**src/rtl/receptor_serial.sv**
```systemverilog
// Serial frame receiver: start bit, five data bits, parity bit, stop bit.
// Data and received parity are presented in parallel with a one-cycle valido strobe.
module receptor_serial #(
  parameter int DIV = 16
) (
  input  logic clk,
  input  logic rst,
  input  logic entrada,
  output logic B1,
  output logic B2,
  output logic B3,
  output logic B4,
  output logic B5,
  output logic bitparidade,
  output logic valido,
  output logic erro_quadro,
  output logic ocupado
);

  localparam int CW = $clog2(DIV);
  localparam logic [CW-1:0] HALF_LOAD = CW'(DIV / 2 - 1);
  localparam logic [CW-1:0] FULL_LOAD = CW'(DIV - 1);

  typedef enum logic [2:0] {OCIOSO, INICIO, DADOS, PARIDADE, PARADA} state_t;

  state_t          state_q, state_d;
  logic            sync1_q, entrada_s;
  logic [CW-1:0]   baud_q, baud_d;
  logic [2:0]      idx_q, idx_d;
  logic [5:0]      shreg_q, shreg_d;
  logic [5:0]      dout_q, dout_d;
  logic            valido_q, valido_d;
  logic            erro_q, erro_d;
  logic            ocupado_q, ocupado_d;
  logic            tick;

  assign tick = (baud_q == '0);

  always_comb begin
    // NOTE: every signal gets its hold/default value first so no path leaves one unassigned (no latches).
    state_d  = state_q;
    baud_d   = baud_q;
    idx_d    = idx_q;
    shreg_d  = shreg_q;
    dout_d   = dout_q;
    valido_d = 1'b0;
    erro_d   = 1'b0;
    unique case (state_q)
      OCIOSO: begin
        if (!entrada_s) begin
          baud_d  = HALF_LOAD;
          state_d = INICIO;
        end
      end
      INICIO: begin
        if (!tick) begin
          baud_d = baud_q - 1'b1;
        end else if (!entrada_s) begin
          baud_d  = FULL_LOAD;
          idx_d   = '0;
          state_d = DADOS;
        end else begin
          state_d = OCIOSO;
        end
      end
      DADOS: begin
        if (!tick) begin
          baud_d = baud_q - 1'b1;
        end else begin
          // Shift right from the top so B1, the first bit on the line, ends in bit 0.
          shreg_d = {entrada_s, shreg_q[5:1]};
          baud_d  = FULL_LOAD;
          idx_d   = idx_q + 1'b1;
          if (idx_q == 3'd4) state_d = PARIDADE;
        end
      end
      PARIDADE: begin
        if (!tick) begin
          baud_d = baud_q - 1'b1;
        end else begin
          shreg_d = {entrada_s, shreg_q[5:1]};
          baud_d  = FULL_LOAD;
          state_d = PARADA;
        end
      end
      PARADA: begin
        if (!tick) begin
          baud_d = baud_q - 1'b1;
        end else begin
          if (entrada_s) begin
            dout_d   = shreg_q;
            valido_d = 1'b1;
          end else begin
            erro_d = 1'b1;
          end
          state_d = OCIOSO;
        end
      end
      default: state_d = OCIOSO;
    endcase
    ocupado_d = (state_d != OCIOSO);
  end

  always_ff @(posedge clk) begin
    // NOTE: sequential state uses non-blocking assignments so every flop samples pre-edge values.
    if (rst) begin
      sync1_q   <= 1'b1;
      entrada_s <= 1'b1;
      state_q   <= OCIOSO;
      baud_q    <= '0;
      idx_q     <= '0;
      // NOTE: the shift register is reset explicitly even though every frame overwrites it fully.
      shreg_q   <= '0;
      dout_q    <= '0;
      valido_q  <= 1'b0;
      erro_q    <= 1'b0;
      ocupado_q <= 1'b0;
    end else begin
      sync1_q   <= entrada;
      entrada_s <= sync1_q;
      state_q   <= state_d;
      baud_q    <= baud_d;
      idx_q     <= idx_d;
      shreg_q   <= shreg_d;
      dout_q    <= dout_d;
      valido_q  <= valido_d;
      erro_q    <= erro_d;
      ocupado_q <= ocupado_d;
    end
  end

  assign B1          = dout_q[0];
  assign B2          = dout_q[1];
  assign B3          = dout_q[2];
  assign B4          = dout_q[3];
  assign B5          = dout_q[4];
  assign bitparidade = dout_q[5];
  assign valido      = valido_q;
  assign erro_quadro = erro_q;
  assign ocupado     = ocupado_q;

endmodule
```
**config.mk**
```make
export PLATFORM = sky130hd
export DESIGN_NAME = receptor_serial
export DESIGN_NICKNAME = d
export VERILOG_FILES = /design/src/rtl/receptor_serial.sv
export SDC_FILE = /design/constraint.sdc
export NUM_CORES = 1
export LEC_CHECK = 0
export CORE_ASPECT_RATIO = 0.5
export CORE_MARGIN = 8
export CORE_UTILIZATION = 38
export CTS_CLUSTER_DIAMETER = 50
export DETAILED_ROUTE_END_ITERATION = 16
export PLACE_DENSITY = 0.65
export SLEW_MARGIN = 25
export SYNTH_ARGS = -nofsm -noshare
export SYNTH_HDL_FRONTEND = slang
export SYNTH_SLANG_ARGS = --single-unit
```
**constraint.sdc**
```tcl
create_clock -name clk -period 4.2 [get_ports clk]
set_input_delay 0.84 -clock clk [delete_from_list [all_inputs] [get_ports clk]]
set_output_delay 0.84 -clock clk [all_outputs]
set_load 0.1 [all_outputs]
```
Yosys cells after proc, flatten, opt, wreduce, memory -nomap -nowiden --
Index checks and enable logic that the tools add are counted.
Word-level totals: register bits after elaboration 27, output and inout bits 9, word-level logic and storage cells 56
Cells by class: $add $sub $neg 2, equality and inequality tests 11, muxes and demuxes 20, bitwise gates (word level) 2, reductions and logical operators 11
Operator list (number):
- $mux W3 | 9
- $mux W4 | 5
- $pmux W4 S4 | 1
- $pmux W3 S5 | 1
- $ne A2 B2 Y1 const B | 5
- $reduce_and A4 Y1 | 2
- $eq A3 B2 Y1 const B | 2
- $eq A3 B3 Y1 const B | 2
- $pmux W3 S2 | 1
- $logic_not A4 Y1 | 1
- $reduce_bool A4 Y1 | 1
- $sub A4 B1 Y4 const B | 1
- $add A3 B1 Y3 const B | 1
- $eq A3 B1 Y1 const B | 1
- $logic_not A3 Y1 | 1
- $ne A3 B3 Y1 const B | 1
- $reduce_and A3 Y1 | 1
- $reduce_bool A3 Y1 | 1
- $reduce_or A3 Y1 | 1
- $mux W1 | 2
- $mux W2 | 1
- $not A1 Y1 | 2
- $reduce_and A2 Y1 | 1
- $reduce_bool A2 Y1 | 1
- $reduce_or A2 Y1 | 1

Depth between registers and ports, before layout --
Gate-level depths: netlist of run 1.
depth in word-level cells 5, depth in mapped cells 7

Worst setup path before layout of run 1 --
OpenSTA, ideal clock, no wires.
path kind register to output, start reg dout_q[0], end out B1, arrival 0.924 ns, setup slack 2.436 ns, stages on the path, launching flop included 1, cell sequence dfxtp_1
RTL lines:
- start, declared | line 31 | logic [5:0] dout_q, dout_d;
- start signal, assigned | line 125 | dout_q <= dout_d;
- end, declared | line 9 | output logic B1,
No word-level cell between the ends.

Final worst setup path of run 1 --
start reg dout_q[1], end out B2
RTL lines:
- end, declared | line 10 | output logic B2,
No word-level cell between the ends.

==> flow_summary.json, run 1 <==
{
  "wirelength_um": 2740,
  "grt_max_degree": 26,
  "hp-class": "reg2reg",
  "hpwl_um": 1900,
  "antenna_cells": 0,
  "fmax_ghz": 0.384,
  "cp-start-kind": "register",
  "cts-root-buf": "clkbuf_8",
  "antenna_found_initial": 0,
  "hold_viol": 0,
  "ys_types": 41,
  "ios": 12,
  "critPathLaunch": "dout_q[1]",
  "grt_usage_pct": 10.1,
  "grt_pass1_wl_um": 4780,
  "portBuffers": 11,
  "die_w_um": 100,
  "path_buf_inv": 1,
  "netlist_instances": 157,
  "rsz0062_at_grt": "no",
  "finalClockSkew_ns": 0.00631,
  "fin_crit_sh_pct": 61.9,
  "required_ns": 3.36,
  "synth-edff-count": 0,
  "nets": 170,
  "final_cell_mix": "27 x dfxtp_1, 15 x nor2_1, 13 x nand2_1",
  "setup_viol": 0,
  "ir_drop_mv": 0.179,
  "worstHoldPathCells": 1,
  "max_cap_viol_count": 0,
  "numClockSinks": 27,
  "h-tree-depth": 1,
  "cts_buffer_depth": 2,
  "place.gp.congestion": 0.740,
  "drv_slew": 0,
  "critPathTopFamily": "buffers and inverters",
  "timing.final.crit_period_ns": 2.60,
  "fp.dieH_um": 58.2,
  "reg2regPathDepth": 6,
  "regToRegEndpoint": "idx_q[1]",
  "first_iter_violations": 109,
  "reg2reg_from": "baud_q[0]",
  "syn-cell-area_mm2": 0.00135,
  "synth-warning-count": 0,
  "cts_resized": 0,
  "area_delta_synth_final_pct": 11.4,
  "critPathMaxFanout": 2,
  "critical_path_depth": 1,
  "synthArstFlopShare_pct": 0,
  "fin_tns_setup_ns": 0,
  "pwr_density_cell_mw_per_mm2": 352,
  "hold_end": "entrada_s",
  "max_slew_margin_pct": 35.0,
  "drt_pass1_iterations": 4,
  "layout_commonest_cell": "dfxtp_1",
  "path_class": "reg2out",
  "clk_pin_slew_ns": 0.10,
  "stdcell_area_mm2": 0.00151,
  "grt_pass1_vias": 1012,
  "clk_latency_ns": 0.27,
  "drc": 0,
  "ant_nets": 0,
  "coreArea_mm2": 0.00342,
  "worstHoldStart": "sync1_q",
  "cp_cell_sequence": "clkdlybuf4s50_1",
  "post-cts-setup-buffers": 0,
  "cts_tree": "done",
  "cts-buffers-inserted": 3,
  "avgSynthCellArea_um2": 8.61,
  "synthTopCellsByArea": "dfxtp_1 40%, mux2i_1 5.9%, nor2_1 4.2%",
  "cts_hold_buf": 0,
  "cpPeakStageDelay_ns": 1.14,
  "outcome": "finished clean",
  "crit_path_end_kind": "primary output",
  "ys_ff_latch": 27,
  "leakage_uw": 0.000575,
  "wire_per_inst_um": 12.8,
  "post_drt_via_cell_ratio": 5.23,
  "die_area_mm2": 0.00584,
  "drive_gt1_share_pct": 8.59,
  "via_count": 1119,
  "start_util_pct": 39.6,
  "synth_area_leader_cell": "dfxtp_1",
  "ys.flop_type": "dfxtp_1",
  "yosysSeqAreaShare_pct": 40.0,
  "grt_overflow": 0,
  "synth_top_area_share_pct": 40.0,
  "dpl_cell_area_mm2": 0.00146,
  "tightest_slew_ns": 0.972,
  "num_rows": 15,
  "regToRegSetupSlack_ns": 2.14,
  "worst_path_max_delay_cell": "clkdlybuf4s50_1",
  "arrival_ns": 1.76,
  "syn_nets": 163
}
[cell families (layout without fill, tap and decap cells)]
kind of cell | after synthesis | count (layout) | synth area share (%)
flops | 27 | 27 | 40.0
mux | 8 | 8 | 5.92
buf+inv | 18 | 24 | 7.95
compound gates | 33 | 33 | 15.4
fa+ha+maj | 3 | 3 | 2.78
simple gates | 65 | 65 | 26.0
xor+xnor | 3 | 3 | 1.94
[registers in the layout, indices dropped and copies added, names as in the netlist]
signal       cells
baud_q           4
dout_q           6
entrada_s        1
erro_quadro      1
idx_q            3
ocupado          1
shreg_q          6
state_q          3
sync1_q          1
valido           1
[stage by stage]
stage	hold slack (ns)	cells	total power, uW	util [%]	setup slack [ns]
2_1_floorplan	0.389	157	363	-	2.44
3_3_place_gp	0.395	210	386	42.7	1.90
3_5_place_dp	0.418	210	388	42.7	1.86
4_1_cts	0.442	214	537	44.1	1.58
5_1_grt	0.460	214	559	44.1	1.55
6_report	0.440	214	530	44.1	1.60
[how the worst max path moves through the flow]
stage | to | slack, ns
2_1_floorplan | B1 | 2.44
3_3_place_gp | ocupado | 1.90
3_5_place_dp | ocupado | 1.86
4_1_cts | B2 | 1.58
5_1_grt | B5 | 1.55
6_report | B2 | 1.60
[synthesized netlist by cell type (3+ instances only)]
library cell	instances
dfxtp_1	27
nor2_1	15
nand2_1	13
a21oi_1	11
nand3_1	11
mux2i_1	8
o21ai_0	8
inv_1	6
clkbuf_1	5
nor2b_1	4
or2_2	4
clkbuf_8	3
ha_1	3
nand3b_1	3
[final cells by class]
cell class                 instances  area, um2
inverter                           7       26.3
tap                               51       63.8
multi-input combinational        112        704
clock inverter                     1       5.00
fill                             338       1910
clock buffer                       3       41.3
sequential                        27        541
timing repair buffer              13        125
[per-layer routing]
layer  part of all wire [%]  global-route usage (%)  vias up
met5                      0                       0        -
li1                       -                       -      564
met4                    1.2                    3.83        0
met1                     45                    12.0      524
met3                    4.4                    2.63        2
met2                     49                    17.1       29
[where the power goes]
part           total (uW)  switching, uW  internal (uW)
logic                 106           65.4           40.9
clock network         148           81.6           66.5
registers             275           11.9            264
Note: power is estimated with default switching activity, not from simulation.
==> run 2, diff against run 1 <==
==> constraint.sdc (replaced) <==
create_clock -name clk -period 2.5 [get_ports clk]
set_input_delay 0.5 -clock clk [delete_from_list [all_inputs] [get_ports clk]]
set_output_delay 0.5 -clock clk [all_outputs]
set_load 0.1 [all_outputs]
==> run 2 against run 1 <==
  * Sequential power is 68% higher
  * Non-clock buffer count is 3 higher
  * Combinational power is 73% higher
  * Largest power group unchanged
  * Worst hold slack worse by 0.015 ns
  * Highest routed layer unchanged
  * Global-route usage is 0.19 points lower
  * Clock skew is 0.0025 ns lower
  * Register-to-register slack worse by 1.6 ns
==> flow_summary.json, run 2 (synthesis results as in run 1) <==
{
  "first_iter_violations": 73,
  "wl_met1_um": 1340,
  "routed.top_layer": "met4",
  "place.gp.congestion": 0.803,
  "dpl_cell_area_mm2": 0.00146,
  "drv_slew": 0,
  "antenna_found_initial": 0,
  "cts_tree": "done",
  "outcome": "finished clean",
  "cp-start-kind": "register",
  "netSwitchingFraction_pct": 29.9,
  "power.share.sequential_pct": 51.4,
  "setup_viol": 0,
  "antenna_cells": 0,
  "cts_resized": 0,
  "max_cap_viol_count": 0,
  "grt_pass1_vias": 1050,
  "path_class": "reg2reg",
  "num_rows": 15,
  "hold_viol": 0,
  "stdcell_area_mm2": 0.00151,
  "fin_crit_sh_pct": 78.9,
  "tightest_slew_ns": 0.469,
  "grt_max_degree": 25,
  "h-tree-depth": 1,
  "critPathMaxFanout": 8,
  "clk_pin_slew_ns": 0.09,
  "arrival_ns": 2.14,
  "rsz0062_at_grt": "no",
  "wire_per_inst_um": 12.6,
  "layout_commonest_cell": "dfxtp_1",
  "placed_cells": 213,
  "leakage_uw": 0.000605,
  "start_util_pct": 39.6,
  "pwr_density_cell_mw_per_mm2": 596,
  "cts-root-buf": "clkbuf_8",
  "area_delta_synth_final_pct": 11.6,
  "finalClockSkew_ns": 0.00383,
  "cts-buffers-inserted": 3,
  "fin_tns_setup_ns": 0,
  "nets": 173,
  "hpwl_um": 1920,
  "numClockSinks": 27,
  "ant_nets": 0,
  "die_w_um": 100,
  "fp.dieH_um": 58.2,
  "wl_met2_um": 1300,
  "instances_no_fill": 217,
  "ios": 12,
  "drt_pass1_iterations": 4,
  "max_slew_margin_pct": 68.7,
  "grt_pass1_wl_um": 4780,
  "fmax_ghz": 0.507,
  "grt_overflow": 0,
  "cts_buffer_depth": 2,
  "crit_path_end_kind": "register",
  "drive_gt1_share_pct": 15.7,
  "post_drt_via_cell_ratio": 5.13,
  "required_ns": 2.66,
  "final_cell_mix": "27 x dfxtp_1, 15 x nor2_1, 14 x buf_4",
  "via_count": 1113,
  "drc": 0,
  "combPwrFrac_pct": 20.4,
  "clk_latency_ns": 0.27,
  "p_clk_share_pct": 28.2,
  "hp-class": "reg2reg",
  "reg_top3": "dout_q: 6 flops, shreg_q: 6 flops, baud_q: 4 flops",
  "internal-power_uw": 631,
  "cts_hold_buf": 0,
  "p_sw_uw": 269,
  "timing.hold.ws_ns": 0.425,
  "coreArea_mm2": 0.00342,
  "fillerInstances": 351,
  "ir_drop_mv": 0.330,
  "grt_usage_pct": 9.90,
  "portBuffers": 11,
  "wirelength_um": 2730,
  "timing.final.crit_period_ns": 1.97,
  "power.total_uw": 900,
  "die_area_mm2": 0.00584,
  "post-cts-setup-buffers": 0,
  "wl_met3_um": 73
}
run 2: changes by cell type in the layout (fill, tap and decap cells not counted):
cell             delta
clkinvlp_4          +1
clkdlybuf4s50_1     -9
clkinv_2            -1
buf_4              +12
run 2: routing by layer:
| metal | global-route usage [%] | vias up |
|---|---|---|
| li1 | - | 572 |
| met1 | 11.3 | 526 |
| met2 | 17.8 | 11 |
| met3 | 2.39 | 4 |
| met4 | 3.19 | 0 |
| met5 | 0 | - |
run 2: cell type report:
class	count	area (um2)	share of cell area, %
tap	51	63.8	4.23
inverter	7	26.3	1.74
timing repair buffer	16	125	8.29
clock buffer	3	41.3	2.74
multi-input combinational	112	704	46.7
sequential	27	541	35.8
clock inverter	1	7.51	0.498
run 2: path summary, 6_finish.rpt:
path	depth (start not counted)	slack, ns	to	startpoint
max	6	0.53	ocupado	baud_q[0]
min	1	0.43	entrada_s	sync1_q
max reg2reg	6	0.53	ocupado	baud_q[0]
min reg2reg	1	0.43	entrada_s	sync1_q
run 2: power groups by stage:
| stage | Clock [uW] | Combinational, uW | Sequential (uW) |
|---|---|---|---|
| floorplan | 0 | 138 | 473 |
| global placement | 0 | 181 | 472 |
| detailed placement | 0 | 181 | 472 |
| CTS | 265 | 182 | 462 |
| global route | 281 | 204 | 466 |
| finish | 254 | 183 | 463 |
run 2: critical path, stage by stage (launching register included):
cell,delay (ns)
dfxtp_1,0.37
inv_1,0.10
ha_1,0.22
or3b_1,0.49
o21ai_0,0.21
a21boi_1,0.11
or3_1,0.36
run 2: per-stage QoR:
stage | worst slack, ns | util [%]
floorplan | 0.740 | -
finish | 0.528 | 44.2
detailed placement | 0.583 | 42.7
global route | 0.348 | 44.2
global placement | 0.604 | 42.7
CTS | 0.567 | 44.2
